**src/rtl/cpu_pkg.sv**
```systemverilog
`default_nettype none
// ============================================================================
// Module      : cpu_pkg
// Description : Shared CPU decode constants: control-word layout (DEC*), ALU
//               operations (ALU*), access sizes (SZ*), branch conditions (COND*).
// Revision    : 1.0 - initial release
// ============================================================================
package cpu_pkg;

    // Single-bit flags occupy the low bits of the decoded control word
    localparam int DECINVALID = 0;
    localparam int DECBRANCH  = 1;
    localparam int DECLINK    = 2;
    localparam int DECSETRD   = 3;
    localparam int DECSETRT   = 4;
    localparam int DECSETFT   = 5;
    localparam int DECREGFT   = 6;
    localparam int DECLOAD    = 7;
    localparam int DECSTORE   = 8;
    localparam int DECNFLAG   = 9;

    localparam int DECALULSB  = 9;
    localparam int DECALUW    = 4;
    localparam int DECSZLSB   = 13;
    localparam int DECSZW     = 2;
    localparam int DECCONDLSB = 15;
    localparam int DECCONDW   = 3;
    localparam int DECTGTLSB  = 18;
    localparam int DECTGTW    = 5;
    localparam int DECMAX     = DECTGTLSB + DECTGTW - 1;

    localparam logic [DECALUW-1:0] ALUNOP  = 4'd0;
    localparam logic [DECALUW-1:0] ALUADD  = 4'd1;
    localparam logic [DECALUW-1:0] ALUSUB  = 4'd2;
    localparam logic [DECALUW-1:0] ALUAND  = 4'd3;
    localparam logic [DECALUW-1:0] ALUOR   = 4'd4;
    localparam logic [DECALUW-1:0] ALUXOR  = 4'd5;
    localparam logic [DECALUW-1:0] ALUNOR  = 4'd6;
    localparam logic [DECALUW-1:0] ALUSLT  = 4'd7;
    localparam logic [DECALUW-1:0] ALUSLTU = 4'd8;
    localparam logic [DECALUW-1:0] ALUSLL  = 4'd9;
    localparam logic [DECALUW-1:0] ALUSRL  = 4'd10;
    localparam logic [DECALUW-1:0] ALUSRA  = 4'd11;
    localparam logic [DECALUW-1:0] ALULUI  = 4'd12;

    localparam logic [DECSZW-1:0] SZB = 2'd0;
    localparam logic [DECSZW-1:0] SZH = 2'd1;
    localparam logic [DECSZW-1:0] SZW = 2'd2;
    localparam logic [DECSZW-1:0] SZD = 2'd3;

    localparam logic [DECCONDW-1:0] CONDNONE = 3'd0;
    localparam logic [DECCONDW-1:0] CONDEQ   = 3'd1;
    localparam logic [DECCONDW-1:0] CONDNE   = 3'd2;
    localparam logic [DECCONDW-1:0] CONDLEZ  = 3'd3;
    localparam logic [DECCONDW-1:0] CONDGTZ  = 3'd4;
    localparam logic [DECCONDW-1:0] CONDLTZ  = 3'd5;
    localparam logic [DECCONDW-1:0] CONDGEZ  = 3'd6;
    localparam logic [DECCONDW-1:0] CONDALW  = 3'd7;

    typedef logic [DECMAX:0] dec_t;

    // Destination register: rd beats rt beats link ($31); otherwise none
    function automatic logic [DECTGTW-1:0] dec_target(
        input logic [DECNFLAG-1:0] fl,
        input logic [4:0]          rd,
        input logic [4:0]          rt
    );
        if (fl[DECSETRD])     return rd;
        else if (fl[DECSETRT]) return rt;
        else if (fl[DECLINK])  return 5'd31;
        else                   return 5'd0;
    endfunction

endpackage
`default_nettype wire

```
**src/rtl/idec_lane.sv**
```systemverilog
`default_nettype none
// ============================================================================
// Module      : idec_lane
// Description : Combinational instruction decoder producing the control word.
//               FPU loads/stores decoded only when IDEC_QUEUE_FPU_EN is defined.
// Revision    : 1.0 - initial release
// ============================================================================
module idec_lane
    import cpu_pkg::*;
(
    input  logic [31:0]  instr_i,
    output logic [DECMAX:0] dec_o
);

    logic [5:0]          op;
    logic [5:0]          funct;
    logic [DECNFLAG-1:0] fl;
    logic [DECALUW-1:0]  alu;
    logic [DECSZW-1:0]   sz;
    logic [DECCONDW-1:0] cond;
    logic                unused_fields;

    assign op            = instr_i[31:26];
    assign funct         = instr_i[5:0];
    assign unused_fields = ^{instr_i[25:21], instr_i[10:6]};

    always_comb begin
        fl   = '0;
        alu  = ALUNOP;
        sz   = SZB;
        cond = CONDNONE;
        case (op)
            6'h00: begin
                fl[DECSETRD] = 1'b1;
                case (funct)
                    6'h20, 6'h21: alu = ALUADD;
                    6'h22, 6'h23: alu = ALUSUB;
                    6'h24:        alu = ALUAND;
                    6'h25:        alu = ALUOR;
                    6'h26:        alu = ALUXOR;
                    6'h27:        alu = ALUNOR;
                    6'h2A:        alu = ALUSLT;
                    6'h2B:        alu = ALUSLTU;
                    6'h00:        alu = ALUSLL;
                    6'h02:        alu = ALUSRL;
                    6'h03:        alu = ALUSRA;
                    6'h08: begin
                        fl            = '0;
                        fl[DECBRANCH] = 1'b1;
                        cond          = CONDALW;
                    end
                    6'h09: begin
                        fl[DECBRANCH] = 1'b1;
                        cond          = CONDALW;
                    end
                    default: begin
                        fl             = '0;
                        fl[DECINVALID] = 1'b1;
                    end
                endcase
            end
            6'h01: begin
                // REGIMM: only BLTZ/BGEZ are recognised
                if (instr_i[20:17] == 4'd0) begin
                    fl[DECBRANCH] = 1'b1;
                    cond          = instr_i[16] ? CONDGEZ : CONDLTZ;
                end else begin
                    fl[DECINVALID] = 1'b1;
                end
            end
            6'h02: begin fl[DECBRANCH] = 1'b1; cond = CONDALW; end
            6'h03: begin fl[DECBRANCH] = 1'b1; fl[DECLINK] = 1'b1; cond = CONDALW; end
            6'h04: begin fl[DECBRANCH] = 1'b1; alu = ALUSUB; cond = CONDEQ;  end
            6'h05: begin fl[DECBRANCH] = 1'b1; alu = ALUSUB; cond = CONDNE;  end
            6'h06: begin fl[DECBRANCH] = 1'b1; alu = ALUSUB; cond = CONDLEZ; end
            6'h07: begin fl[DECBRANCH] = 1'b1; alu = ALUSUB; cond = CONDGTZ; end
            6'h08, 6'h09: begin fl[DECSETRT] = 1'b1; alu = ALUADD;  end
            6'h0A:        begin fl[DECSETRT] = 1'b1; alu = ALUSLT;  end
            6'h0B:        begin fl[DECSETRT] = 1'b1; alu = ALUSLTU; end
            6'h0C:        begin fl[DECSETRT] = 1'b1; alu = ALUAND;  end
            6'h0D:        begin fl[DECSETRT] = 1'b1; alu = ALUOR;   end
            6'h0E:        begin fl[DECSETRT] = 1'b1; alu = ALUXOR;  end
            6'h0F:        begin fl[DECSETRT] = 1'b1; alu = ALULUI;  end
            6'h20, 6'h21, 6'h23, 6'h37: begin
                fl[DECLOAD]  = 1'b1;
                fl[DECSETRT] = 1'b1;
                alu          = ALUADD;
                sz           = (op == 6'h20) ? SZB : (op == 6'h21) ? SZH :
                               (op == 6'h23) ? SZW : SZD;
            end
            6'h28, 6'h29, 6'h2B, 6'h3F: begin
                fl[DECSTORE] = 1'b1;
                alu          = ALUADD;
                sz           = (op == 6'h28) ? SZB : (op == 6'h29) ? SZH :
                               (op == 6'h2B) ? SZW : SZD;
            end
`ifdef IDEC_QUEUE_FPU_EN
            6'h31, 6'h35: begin
                fl[DECLOAD]  = 1'b1;
                fl[DECSETFT] = 1'b1;
                alu          = ALUADD;
                sz           = op[2] ? SZD : SZW;
            end
            6'h39, 6'h3D: begin
                fl[DECSTORE] = 1'b1;
                fl[DECREGFT] = 1'b1;
                alu          = ALUADD;
                sz           = op[2] ? SZD : SZW;
            end
`endif
            default: fl[DECINVALID] = 1'b1;
        endcase
    end

    assign dec_o = {dec_target(fl, instr_i[15:11], instr_i[20:16]), cond, sz, alu, fl};

endmodule
`default_nettype wire

```
**src/rtl/idec_queue.sv**
```systemverilog
`default_nettype none
// ============================================================================
// Module      : idec_queue
// Description : Decoded-instruction queue with delay-slot tagging. Optional
//               FPU decode enabled by defining IDEC_QUEUE_FPU_EN.
// Revision    : 1.0 - initial release
// ============================================================================
module idec_queue
    import cpu_pkg::*;
#(
    parameter int DEPTH = 4,
    parameter int PCW   = 64
) (
    input  logic                     clk,
    input  logic                     rstn,
    input  logic                     in_valid,
    output logic                     in_ready,
    input  logic [31:0]              in_instr,
    input  logic [PCW-1:0]           in_pc,
    output logic                     out_valid,
    input  logic                     out_ready,
    output logic [DECMAX:0]          out_dec,
    output logic [PCW-1:0]           out_pc,
    output logic                     out_dslot,
    input  logic                     flush,
    output logic [$clog2(DEPTH):0]   count
);

    localparam int AW = $clog2(DEPTH);
    localparam logic [AW:0] FULL = (AW+1)'(DEPTH);

    logic [DECMAX:0] dec_mem_q [DEPTH];
    logic [PCW-1:0]  pc_mem_q  [DEPTH];
    logic [DEPTH-1:0] ds_mem_q;
    logic [AW-1:0]   rptr_q, rptr_d, wptr_q, wptr_d;
    logic [AW:0]     count_q, count_d;
    logic            arm_q, arm_d;
    logic [DECMAX:0] push_dec;
    logic            push, pop;

    idec_lane u_lane (
        .instr_i (in_instr),
        .dec_o   (push_dec)
    );

    assign in_ready  = !flush && ((count_q < FULL) || out_ready);
    assign out_valid = (count_q != '0);
    assign push      = in_valid && in_ready;
    assign pop       = out_valid && out_ready && !flush;

    always_comb begin
        rptr_d  = rptr_q;
        wptr_d  = wptr_q;
        count_d = count_q;
        arm_d   = arm_q;
        if (flush) begin
            rptr_d  = '0;
            wptr_d  = '0;
            count_d = '0;
            arm_d   = 1'b0;
        end else begin
            if (pop)  rptr_d = rptr_q + AW'(1);
            if (push) begin
                wptr_d = wptr_q + AW'(1);
                arm_d  = push_dec[DECBRANCH];
            end
            case ({push, pop})
                2'b10:   count_d = count_q + (AW+1)'(1);
                2'b01:   count_d = count_q - (AW+1)'(1);
                default: count_d = count_q;
            endcase
        end
    end

    always_ff @(posedge clk or negedge rstn) begin
        if (!rstn) begin
            rptr_q  <= '0;
            wptr_q  <= '0;
            count_q <= '0;
            arm_q   <= 1'b0;
        end else begin
            rptr_q  <= rptr_d;
            wptr_q  <= wptr_d;
            count_q <= count_d;
            arm_q   <= arm_d;
        end
    end

    // Storage needs no reset: an empty count masks every stale slot
    always_ff @(posedge clk) begin
        if (push) begin
            dec_mem_q[wptr_q] <= push_dec;
            pc_mem_q[wptr_q]  <= in_pc;
            ds_mem_q[wptr_q]  <= arm_q;
        end
    end

    assign out_dec   = out_valid ? dec_mem_q[rptr_q] : '0;
    assign out_pc    = out_valid ? pc_mem_q[rptr_q]  : '0;
    assign out_dslot = out_valid ? ds_mem_q[rptr_q]  : 1'b0;
    assign count     = count_q;

endmodule
`default_nettype wire
```
**config.mk**
```make
export PLATFORM = sky130hd
export DESIGN_NAME = idec_queue
export DESIGN_NICKNAME = d
export VERILOG_FILES = /design/src/rtl/cpu_pkg.sv /design/src/rtl/idec_lane.sv /design/src/rtl/idec_queue.sv
export SDC_FILE = /design/constraint.sdc
export NUM_CORES = 1
export LEC_CHECK = 0
export CAP_MARGIN = 20
export CORE_ASPECT_RATIO = 0.6
export CORE_UTILIZATION = 35
export DETAILED_ROUTE_END_ITERATION = 10
export PLACE_DENSITY_LB_ADDON = 0.3
export SLEW_MARGIN = 20
export SYNTH_ARGS = -nofsm -noshare
export SYNTH_HDL_FRONTEND = slang
export SYNTH_SLANG_ARGS = --single-unit
export TNS_END_PERCENT = 5
```
**constraint.sdc**
```tcl
create_clock -name clk -period 11.16 [get_ports clk]
set_clock_uncertainty 0.05 [all_clocks]
set_input_delay 2.232 -clock clk [delete_from_list [all_inputs] [get_ports clk]]
set_output_delay 2.232 -clock clk [all_outputs]
set_load 0.01 [all_outputs]
```
==> summary.md <==
| Metric | Value |
|---|---|
| Total die area | `41610 sq um` |
| Slowest stage delay, CP | `730 ps` |
| Int Pwr | `2.784 mW` |
| FP Rows | `56` |
| Post-DR vias/cell | `5.021` |
| Max-slew violations | `0` |
| Logic pwr share | `26.5%` |
| Sequential share of power | `41.4%` |
| CTS Hold Bufs | `0` |
| First-pass GRT wire length | `46260 um` |
| I/O pin count | `194` |
| GRT overflow | `0` |
| Total power | `3.778 mW` |
| Final TNS setup | `0 ps` |
| Routed WL | `30160 um` |
| WL met2 | `14090 um` |
| Commonest cells after routing, fill and taps aside | `edfxtp_1, clkdlybuf4s50_1, and2_1` |
| Slew headroom | `34.93%` |
| DRT antenna net count | `0` |
| WL per Instance | `20.56 um` |
| Initial drt markers | `607` |
| Seq cells post-synth | `352` |
| Post-detail-place hpwl | `17330 um` |
| Core box area | `39590 sq um` |
| PD cells | `212.3 nW/um^2` |
| Clock Tree Buf Depth | `3` |
| Leak Pwr | `5.642 nW` |
| CTS clk-pin slew, worst paths | `60 ps` |
| Worst-Margin Slew | `976.0 ps` |
| Placed Area | `16600 sq um` |
| Largest family of logic cells by synthesized area | `multiplexers` |
| Multi-input gate area | `3501 sq um` |
| Cells after Synth | `735` |
| Drt first pass iters | `5` |
| Ys async rst share | `2.273%` |
| Slowest stage cell, crit path | `clkdlybuf4s50_1` |
| Vert. Die Dim | `158.4 um` |
| Worst-Skew Late Latency | `520 ps` |
| Critical path arrival | `3700 ps` |
| Maximum VDD drop | `0.1266 mV` |
| Seq/Total Area, Yosys | `73.79%` |
| Post-layout min period | `5977 ps` |
| DP Cell Count | `1401` |
| Total GRT Usage | `14.63%` |
| Post-synthesis instance area | `14270 sq um` |
| Outcome | `finished, final reports clean` |
| Post-Synth Adder-Cell Area | `0.4910%` |
| Post-synth top area share | `72.39%` |
| Clk pwr share | `32.1%` |
| Fill count | `3406` |
| Commonest non-fill, non-tap cell in the layout | `edfxtp_1` |
| Post-Synth Simple-Gate Area | `6.883%` |
| FF+latch area | `10540 sq um` |
| Setup-failing EPs final | `0` |
| Mux contribution to synthesized area | `13.65%` |
| CP Max Fanout | `11` |
| EDFF count, synth | `344` |
| CP cell instances | `clkdlybuf4s50_1 -> inv_1 -> and2_1 -> clkdlybuf4s50_1` |
| Crit-path most repeated cell | `clkdlybuf4s50_1` |
| DRC | `0` |
| Syn avg cell area | `19.41 sq um` |
| Wl on met1 | `13880 um` |
| Xor/xnor share of the synthesized area | `0.2893%` |
| Largest net degree at the start of global routing | `91` |
| Max Fclk | `167.3 MHz` |
| Die width | `262.7 um` |
| Final Cycle Share | `53.56%` |
| Initial Util | `36.05%` |
| TritonCTS Buffers | `37` |
| Post-CTS Resized | `0` |
| Top Layer Used | `met4` |
| Non-Filler Instances | `1467` |
| Final setup margin | `5183 ps` |
| CP Capture Type | `output port` |
| Final net count | `1024` |
| Psw | `0.9943 mW` |
| Unique masters post-synth | `51` |
| Ratio of cells with drive above 1 in the final layout | `17.37%` |
| Post-synthesis compound-gate area fraction | `3.060%` |
| Place WS | `5164 ps` |
| CTS tree | `yes` |
| Largest area contributor in the netlist | `edfxtp_1` |
| Prevailing post-synth register cell | `edfxtp_1` |
| Initial antenna violation count | `1` |
| Vias post-DR | `7366` |
| Post-CTS setup buffers | `0` |
| Yosys Warn Count | `0` |
| Setup CP Type | `input port to output port` |
| Max Cap Viol | `0` |
| RSZ-0062 raised after global routing | `false` |
| Vias in the first global route | `7652` |
| Hold Crit Class | `flip-flop to flip-flop` |
| Clk sinks | `352` |
| Met3 WL post-DR | `1793 um` |
| Root Buffer | `clkbuf_16` |
| Worst setup SP type | `input port` |
| GP Congestion | `0.7975` |
| Buffers on Ports | `181` |
| H-tree depth | `2` |
| Largest cells by area after synthesis | `edfxtp_1, mux4_2, and2_1, dfrtp_1, clkbuf_1` |
| Final Hold Viols | `0` |
| Net Sw Frac | `26.32%` |
| Worst path required time | `8880 ps` |
| Area grow syn2layout | `24.72%` |
| Final Instance Area | `17800 sq um` |
==> layout make-up <==
| cell class | count | area share, % |
|---|---|---|
| multi-input combinational | 327 | 19.67 |
| sequential | 352 | 59.21 |
| antenna | 1 | 0.01406 |
| inverter | 12 | 0.2531 |
| clock buffer | 46 | 5.631 |
| clock inverter | 19 | 1.076 |
| timing repair buffer | 188 | 10.48 |
| tap | 522 | 3.670 |
==> path summary, 6_finish.rpt <==
path                                from               to  slack (ps)  depth (start not counted)
worst max-delay path               flush         in_ready        5180                          4
worst min-delay path               arm_q      ds_mem_q[0]         500                          0
worst max register to register  count[2]  pc_mem_q[1][36]        8320                          4
worst min register to register     arm_q      ds_mem_q[0]         500                          0
max in group asynchronous           rstn        rptr_q[1]        8780                          1
min in group asynchronous           rstn         count[2]        1960                          1
==> logic make-up after synthesis <==
kind of cell               after synthesis
DFF                                    352
buffers and inverters                   57
and+or+nand+nor                        166
adders and majority gates                5
other                                    1
xor gates and xnor gates                 3
AOI/OAI and AO/OA                       64
muxes                                   87
==> Yosys cell counts, types with 5 or more instances <==
| library cell | instances |
|---|---|
| a21oi_1 | 14 |
| inv_1 | 12 |
| clkbuf_1 | 25 |
| mux4_2 | 86 |
| buf_4 | 5 |
| nand2_1 | 9 |
| nand2b_1 | 6 |
| nor4_1 | 7 |
| edfxtp_1 | 344 |
| o21ai_0 | 15 |
| and2_1 | 91 |
| a31oi_1 | 6 |
| buf_2 | 14 |
| nand3_1 | 7 |
| nor3_1 | 6 |
| dfrtp_1 | 8 |
| nor2_1 | 16 |
==> stage by stage <==
stage          util (%)  hold slack [ps]
6_report          44.96            503.5
5_1_grt           44.96            527.2
4_1_cts           44.95            512.4
3_5_place_dp      41.93            492.7
3_3_place_gp      41.93            475.1
2_1_floorplan         -            418.7
==> sequential cells by signal (all words and copies together), names as in the netlist <==
register,count
rptr_q,2
pc_mem_q,256
dec_mem_q,84
wptr_q,2
ds_mem_q,4
count,3
arm_q,1
==> metal layers <==
metal | GRT usage [%] | vias up
li1 | - | 3315
met1 | 20.65 | 3790
met2 | 23.05 | 229
met3 | 3.480 | 32
met4 | 3.193 | 0
met5 | 0 | -
==> critical path, delay by kind of cell <==
kind | cells | cell delay (ps)
buffers and inverters | 3 | 1320
AND/OR/NAND/NOR | 1 | 150
==> power by group through the flow <==
stage,logic (mW),registers [mW],clock network [mW]
floorplan,0.566,1.56,0
global placement,1.03,1.59,0
detailed placement,1.03,1.59,0
CTS,1.03,1.57,1.25
global route,1.08,1.57,1.30
finish,1.00,1.56,1.21
No activity file was read; power rests on OpenSTA's default activity.
